--- config.mk ---
export PLATFORM = sky130hd
export DESIGN_NAME = usb_rx_ctrl
export DESIGN_NICKNAME = d
export VERILOG_FILES = /design/src/rtl/usb_rx_ctrl.sv
export SDC_FILE = /design/constraint.sdc
export NUM_CORES = 1
export LEC_CHECK = 0
export ABC_AREA = 0
export CAP_MARGIN = 20
export CORE_AREA = 2 2 55 57
export CTS_BUF_LIST = sky130_fd_sc_hd__clkbuf_2 sky130_fd_sc_hd__clkbuf_4 sky130_fd_sc_hd__clkbuf_8
export CTS_CLUSTER_DIAMETER = 40
export DETAILED_ROUTE_END_ITERATION = 12
export DIE_AREA = 0 0 57 59
export PLACE_DENSITY_LB_ADDON = 0.1
export SLEW_MARGIN = 15
export SYNTH_ARGS = -nofsm -noshare
export SYNTH_HDL_FRONTEND = slang
export SYNTH_SLANG_ARGS = --single-unit
--- constraint.sdc ---
create_clock -name clk -period 3.3 [get_ports clk]
set_input_delay 0.66 -clock clk [delete_from_list [all_inputs] [get_ports clk]]
set_output_delay 0.66 -clock clk [all_outputs]
set_load 0.02 [all_outputs]
--- src/rtl/usb_rx_ctrl.sv ---
`default_nettype none
// ============================================================================
// Module   : usb_rx_ctrl
// Purpose  : USB packet receive control: SYNC check, PID latch control,
//            per-PID byte counting and FIFO write routing.
// Options  : USB_RX_TIMEOUT_EN adds an inter-byte idle timeout.
// Revision : 1.0 - initial release
// ============================================================================
module usb_rx_ctrl #(
    parameter logic [7:0] SYNC_BYTE      = 8'h80,
    parameter int         MAX_DATA       = 66,
    parameter int         TOKEN_LEN      = 2,
    parameter int         TIMEOUT_CYCLES = 1024
) (
    input  logic       clk,
    input  logic       rst,
    input  logic       byte_valid,
    input  logic [7:0] rcv_data,
    input  logic       eop,
    input  logic [3:0] rx_packet,
    input  logic       PID_err,
    input  logic       fifo_full,
    output logic       PID_clear,
    output logic       PID_mode,
    output logic       store_rx_data,
    output logic       rx_transfer_active,
    output logic       rx_done,
    output logic       rx_error,
    output logic [6:0] rx_byte_count
);

    typedef enum logic [2:0] {
        S_IDLE     = 3'd0,
        S_WAIT_PID = 3'd1,
        S_CHK_PID  = 3'd2,
        S_DATA     = 3'd3,
        S_TOKEN    = 3'd4,
        S_HSHK     = 3'd5,
        S_ERR_WAIT = 3'd6
    } state_t;

    localparam logic [3:0] C_PID_OUT   = 4'b0001;
    localparam logic [3:0] C_PID_IN    = 4'b1001;
    localparam logic [3:0] C_PID_DATA0 = 4'b0011;
    localparam logic [3:0] C_PID_DATA1 = 4'b1011;
    localparam logic [3:0] C_PID_ACK   = 4'b0010;
    localparam logic [6:0] C_CNT_MAX   = 7'd127;
    localparam logic [6:0] C_MAX_DATA  = 7'(MAX_DATA);
    localparam logic [6:0] C_TOKEN_LEN = 7'(TOKEN_LEN);

    state_t     r_state;
    logic       r_pend_bv;
    logic       r_pend_eop;
    logic [6:0] r_count;
    logic       r_pid_clear;
    logic       r_active;
    logic       r_done;
    logic       r_error;

    logic       w_bv;
    logic       w_eop;
    logic       w_accept;
    logic       w_reject;
    logic       w_eop_ok;
    logic       w_timeout;
    logic [6:0] w_cnt_inc;
    logic [6:0] w_new_cnt;

    // Byte/eop arriving during CHK_PID are replayed in the following state.
    assign w_bv      = byte_valid | r_pend_bv;
    assign w_eop     = eop | r_pend_eop;
    assign w_cnt_inc = (r_count == C_CNT_MAX) ? r_count : r_count + 7'd1;

    always_comb begin
        w_accept = 1'b0;
        w_reject = 1'b0;
        w_eop_ok = 1'b0;
        case (r_state)
            S_DATA: begin
                w_accept = w_bv && !fifo_full && (r_count < C_MAX_DATA);
                w_reject = w_bv && !w_accept;
            end
            S_TOKEN: begin
                w_accept = w_bv && (r_count < C_TOKEN_LEN);
                w_reject = w_bv && !w_accept;
            end
            S_HSHK: begin
                w_reject = w_bv;
            end
            default: ;
        endcase
        w_new_cnt = w_accept ? w_cnt_inc : r_count;
        case (r_state)
            S_DATA:  w_eop_ok = (w_new_cnt >= 7'd2);
            S_TOKEN: w_eop_ok = (w_new_cnt == C_TOKEN_LEN);
            S_HSHK:  w_eop_ok = 1'b1;
            default: w_eop_ok = 1'b0;
        endcase
    end

    // FIFO and PID latch sample rcv_data in the strobe cycle, so these are Mealy.
    always_comb begin
        store_rx_data = 1'b0;
        PID_mode      = 1'b0;
        if (!rst) begin
            store_rx_data = (r_state == S_DATA) && w_accept;
            PID_mode      = (r_state == S_WAIT_PID) && byte_valid;
        end
    end

`ifdef USB_RX_TIMEOUT_EN
    logic [9:0] r_idle_cnt;

    assign w_timeout = (r_state != S_IDLE) && !byte_valid && !eop &&
                       (r_idle_cnt == 10'(TIMEOUT_CYCLES - 1));

    always_ff @(posedge clk) begin
        if (rst || (r_state == S_IDLE) || byte_valid || eop || w_timeout) begin
            r_idle_cnt <= 10'd0;
        end else begin
            r_idle_cnt <= r_idle_cnt + 10'd1;
        end
    end
`else
    assign w_timeout = 1'b0;
`endif

    always_ff @(posedge clk) begin
        if (rst) begin
            r_state     <= S_IDLE;
            r_pend_bv   <= 1'b0;
            r_pend_eop  <= 1'b0;
            r_count     <= 7'd0;
            r_pid_clear <= 1'b0;
            r_active    <= 1'b0;
            r_done      <= 1'b0;
            r_error     <= 1'b0;
        end else begin
            r_pid_clear <= 1'b0;
            r_done      <= 1'b0;
            r_pend_bv   <= 1'b0;
            r_pend_eop  <= 1'b0;
            if (w_timeout) begin
                r_error     <= 1'b1;
                r_pid_clear <= 1'b1;
                r_active    <= 1'b0;
                r_state     <= S_IDLE;
            end else begin
                case (r_state)
                    S_IDLE: begin
                        if (byte_valid && (rcv_data == SYNC_BYTE)) begin
                            r_state     <= S_WAIT_PID;
                            r_pid_clear <= 1'b1;
                            r_active    <= 1'b1;
                            r_error     <= 1'b0;
                            r_count     <= 7'd0;
                        end
                    end
                    S_WAIT_PID: begin
                        if (byte_valid) begin
                            r_state    <= S_CHK_PID;
                            r_pend_eop <= eop;
                        end else if (eop) begin
                            r_error  <= 1'b1;
                            r_active <= 1'b0;
                            r_state  <= S_IDLE;
                        end
                    end
                    S_CHK_PID: begin
                        r_pend_bv  <= byte_valid;
                        r_pend_eop <= r_pend_eop | eop;
                        if (PID_err) begin
                            r_error <= 1'b1;
                            r_state <= S_ERR_WAIT;
                        end else begin
                            case (rx_packet)
                                C_PID_DATA0, C_PID_DATA1: r_state <= S_DATA;
                                C_PID_IN, C_PID_OUT:      r_state <= S_TOKEN;
                                C_PID_ACK:                r_state <= S_HSHK;
                                default: begin
                                    r_error <= 1'b1;
                                    r_state <= S_ERR_WAIT;
                                end
                            endcase
                        end
                    end
                    S_DATA, S_TOKEN, S_HSHK: begin
                        r_count <= w_new_cnt;
                        if (w_eop) begin
                            r_state  <= S_IDLE;
                            r_active <= 1'b0;
                            if (!w_reject && w_eop_ok) begin
                                r_done <= 1'b1;
                            end else begin
                                r_error <= 1'b1;
                            end
                        end else if (w_reject) begin
                            r_error <= 1'b1;
                            r_state <= S_ERR_WAIT;
                        end
                    end
                    S_ERR_WAIT: begin
                        if (w_eop) begin
                            r_active <= 1'b0;
                            r_state  <= S_IDLE;
                        end
                    end
                    default: begin
                        r_active <= 1'b0;
                        r_state  <= S_IDLE;
                    end
                endcase
            end
        end
    end

    assign PID_clear          = r_pid_clear;
    assign rx_transfer_active = r_active;
    assign rx_done            = r_done;
    assign rx_error           = r_error;
    assign rx_byte_count      = r_count;

endmodule
`default_nettype wire

-- After elaboration in Yosys (flattened, before gate mapping)
Cells that the tools add are included.
- bits in registers: 16
- input port bits: 18
- output and inout port bits: 13
- logic and storage cells: 105
- $add $sub $neg: 1
- magnitude comparators: 3
- eq/ne operators: 23
- multiplexer cells: 36
- bitwise logic cells: 6
- reduce and logical (&&, ||, !) cells: 28
- operator list (kind ; count):
    $mux 3 ; 7
    $mux 7 ; 3
    $mux 1 ; 17
    $pmux 3 s5 ; 1
    $pmux 7 s2 ; 1
    $ne 3x3->1 const B ; 4
    $eq 3x3->1 const B ; 3
    $logic_and 1x1->1 ; 9
    $pmux 3 s3 ; 1
    $eq 4x2->1 const B ; 2
    $eq 4x4->1 const B ; 2
    $eq 8x8->1 const B ; 1
    $ne 2x2->1 const B ; 4
    $pmux 1 s4 ; 2
    $reduce_or 2->1 ; 4
    $add 7x1->7 const B ; 1
    $eq 7x2->1 const B ; 1
    $eq 7x7->1 const B ; 1
    $ge 7x2->1 const B ; 1
    $lt 7x2->1 const B ; 1
    $lt 7x7->1 const B ; 1
    $reduce_and 7->1 ; 1
    $eq 3x2->1 const B ; 2
    $pmux 1 s3 ; 2
    16 further kinds ; 25

-- Logic depth before layout (Yosys ltp)
- depth in word-level cells: 11
- depth in mapped cells: 8
- mapped depth without buffers: 8

-- Worst setup path before layout
No wires, ideal clock.
- path type: input port to output port
- start point: in fifo_full
- end point: out store_rx_data
- arrival: 1924 ps
- data required time: 2640 ps
- setup slack: 716 ps
- cell stages on the path: 4
- path buffers: 0
- cells stage by stage: o21bai_1 nor3_1 o22a_1 nor3b_1
- longest elaborated chain between the ends: 6
- ends and longest elaborated chain (item ; line ; RTL):
    start: declaration ; 22 ; input logic fifo_full,
    $logic_not 1->1 ; 80 ; w_accept = w_bv && !fifo_full && (r_count < C_MAX_DATA);
    $logic_and 1x1->1 (2 in a row) ; 80 ;
    $pmux 1 s2 ; 78 ; case (r_state)
    $logic_and 1x1->1 ; 106 ; store_rx_data = (r_state == S_DATA) && w_accept;
    $mux 1 ; 105 ; if (!rst) begin
    end: declaration ; 25 ; output logic store_rx_data,
No other way between the ends.

-- Worst setup path after layout
- start point: in byte_valid
- end point: out PID_mode
- longest elaborated chain between the ends: 2
- ends and longest elaborated chain (item ; line ; RTL):
    start: declaration ; 17 ; input logic byte_valid,
    $logic_and 1x1->1 ; 107 ; PID_mode = (r_state == S_WAIT_PID) && byte_valid;
    $mux 1 ; 105 ;
    end: declaration ; 24 ; output logic PID_mode,
No other way between the ends.

==> metrics.txt <==
post-synth top area cell=dfxtp_1; Sw Share=28.41%; Req. time, crit path=2.64 ns; DP HPWL=2782 um; NetSw=113.4 uW; synth unique cells=59; Synth async-reset ratio=0%; Ys Warns=0; startpoint class of the critical path=primary input; clock net sink count=16; vias post-DR=1460; # nets final=227; Gate power share=23.3%; setup violators final=0; mapped cell area=0.001255 sq mm; crit path kind=in2out; critical-path cell list=clkdlybuf4s50_1, buf_4, nor2b_1, nor3b_1, clkdlybuf4s50_1; MaxCap Viol Count=0; postcts setup bufs=0; crit path DAT=2.47 ns; Reg clk slew, reported paths=0.10 ns; worst min path class=reg2reg; clk_skew=0.001512 ns; final hold violations=0; reg2reg start=r_state[1]$_SDFFE_PP0P_; first-pass GRT wire length=6410 um; Chip Height=59 um; Final ANT Viol Nets=0; max incr delay on CP=0.65 ns; Synth top area share=25.52%; vias in the first global route=1440; share of layout cells above drive strength 1=13.11%; unrepaired setup endpoints after global routing=no; maximum buffer depth of the clock tree=2; pwr/cell area=236.0 mW/mm^2; largest net degree at the start of global routing=16; Max Fclk=0.3193 GHz; worst-path fanout max=5; final period utilization=94.90%; register area share after synthesis=25.52%; CP startpoint=byte_valid; drt first pass iters=6; largest cells by area after synthesis=dfxtp_1, nor2_1, nand2_1; TritonCTS clock tree=yes; Post-synth top flop=dfxtp_1; max_slew headroom=69.00%; Final Critical Period=3.132 ns; Slew Limit Fails=0; I/O Buffers=30; area delta synth->final=34.80%; GR Util All Layers=24.07%; CTS H-tree lvls=1; sequential fraction of design power=49.6%; hold path startpoint=rx_error$_SDFFE_PP0P_; DRC viols=0; total negative slack=0 ns; number of flops mapped to enable cells by yosys=0; Via density=6.160; clock power share=27.0%; CP delay by family, top=buffers and inverters; Root Buffer=clkbuf_4; Mapped Nets=187; clock latency on the worst-skew pair=0.29 ns; die area=0.003363 sq mm; Worst-Margin Slew=0.4533 ns; Die Width=57 um; crit-path most repeated cell=clkdlybuf4s50_1; slowest CP cell=clkdlybuf4s50_1; core area=0.002710 sq mm; internal power=285.8 uW; WP buf/inv=3; diode count=0; placer congestion estimate=0.8529; outcome=finished clean; routed length per instance=14.93 um; Num CTS Buffers=3; synthesized instance count=168; grt ovf=0; leakage power=0.6081 nW; Iteration-0 DRC Markers=73; synthesized area per cell=7.470 sq um; initial antenna violation count=0; fill count=238; row cnt=19; CP endpoint kind=output pin; Routed Wire Length=3539 um; worst vdd ir=0.2651 mV; starting density of the core=46.31%; total I/O pin count=31; Total Power=399.2 uW; FF+latch count, synth=16
[timing repair]
item / 4_1_cts / 5_1_grt
hold buffers: 0 / 0
endpoints found under the setup margin: 1 / 1
resized for setup: 1 / 1
cloned: 0 / 0
[cell usage after synthesis, types with 2 or more instances]
master / n
nor2_1: 20
o21ai_1: 2
a32o_1: 2
a21oi_1: 9
a311oi_1: 2
nor2b_1: 2
clkbuf_1: 5
nor3b_1: 5
a22oi_1: 2
o22ai_1: 2
dfxtp_1: 16
nor4_2: 2
a211o_1: 2
and2_1: 2
nand2b_1: 3
o211ai_1: 3
a31oi_1: 2
nand2_1: 15
and3_1: 2
buf_2: 3
nand3_1: 2
inv_1: 9
mux2i_1: 2
o221ai_1: 3
nor3_1: 3
o21a_1: 2
nor4_1: 3
o21ai_0: 8
a211oi_1: 4
nand4_1: 2
[cell families (layout without fill, tap and decap cells)]
kind of cell               count (synthesis)  after routing  synth area share, %
and+or+nand+nor                           70             70                30.31
AOI/OAI and AO/OA                         59             59                34.30
buffers and inverters                     18             56                5.682
DFF                                       16             16                25.52
muxes                                      3              3                2.493
adders and majority gates                  1              1               0.9968
xor gates and xnor gates                   1              1               0.6980
[worst reg2reg max path: stages (launching register included)]
cell,delay (ns)
dfxtp_1,0.34
buf_4,0.18
nand2b_1,0.17
buf_4,0.17
or4_4,0.42
o221ai_1,0.24
a22oi_1,0.10
o32a_2,0.23
or4b_1,0.47
o21ai_1,0.08
[cells in the final DEF, fill, tap and decap left out, drive strengths merged, types with 2 or more instances in the layout]
master         instances
a211o                  2
nor2b                  2
or4                    2
clkdlybuf4s50         29
buf                   14
a32o                   2
o221ai                 3
nor3                   3
and2                   2
o21ai                 10
a211oi                 4
a31oi                  2
and3                   2
nor2                  20
dfxtp                 16
nand2b                 3
nand3                  2
a21oi                  9
a22oi                  2
inv                    9
nand4                  2
clkbuf                 3
o21a                   2
o211ai                 3
mux2i                  2
nor3b                  5
o22ai                  2
nor4                   5
a311oi                 2
nand2                 15
[layout make-up]
cell class | count | area [sq um] | area share (%)
flip-flops and latches | 16 | 320.3 | 18.93
well taps | 31 | 38.79 | 2.293
clock buffers | 3 | 22.52 | 1.331
repair buffers | 44 | 407.9 | 24.11
inverters | 9 | 33.78 | 1.997
multi-input cells | 134 | 868.3 | 51.33
[worst paths after layout]
kind | to | slack [ns] | cells past startpoint
worst min register to register | rx_error$_SDFFE_PP0P_ | 0.48 | 2
worst max register to register | r_state[1]$_SDFFE_PP0P_ | 0.85 | 9
worst max-delay path | PID_mode | 0.17 | 5
worst min-delay path | rx_error$_SDFFE_PP0P_ | 0.48 | 2
[routing by layer]
layer | share of wire, % | wire, um | GRT usage [%] | up-vias
li1 | - | - | - | 726
met1 | 45 | 1600 | 28.84 | 684
met2 | 49 | 1749 | 43.51 | 48
met3 | 4.9 | 172 | 4.585 | 2
met4 | 0.45 | 16 | 7.641 | 0
met5 | 0 | 0 | 0 | -
[power by group through the flow]
| stage | combinational (mW) | sequential, mW | clock, mW |
|---|---|---|---|
| after floorplan | 0.0485 | 0.205 | 0 |
| after global placement | 0.0910 | 0.202 | 0 |
| after detailed placement | 0.0921 | 0.202 | 0 |
| after CTS | 0.0928 | 0.198 | 0.109 |
| after global routing | 0.101 | 0.199 | 0.119 |
| final | 0.0932 | 0.198 | 0.108 |
[metrics by stage]
| step | hold slack, ns | std cells | util [%] | setup WS, ns | cell area [sq um] |
|---|---|---|---|---|---|
| after CTS | 0.4832 | 237 | 62.33 | 0.01778 | 1689 |
| after global placement | 0.4660 | 234 | 61.31 | 0.05758 | 1662 |
| after global routing | 0.5256 | 237 | 62.42 | 0.04192 | 1692 |
| after floorplan | 0.5446 | 168 | - | 0.7158 | 1255 |
| after detailed placement | 0.4703 | 234 | 61.31 | -0.02087 | 1662 |
| final | 0.4838 | 237 | 62.42 | 0.1683 | 1692 |
[flip-flops by register name (all words and copies together), names as in the netlist]
name	cells
r_pend_bv	1
r_pend_eop	1
rx_byte_count	7
rx_transfer_active	1
r_state	3
PID_clear	1
rx_done	1
rx_error	1
(Power assumes the default switching activity.)
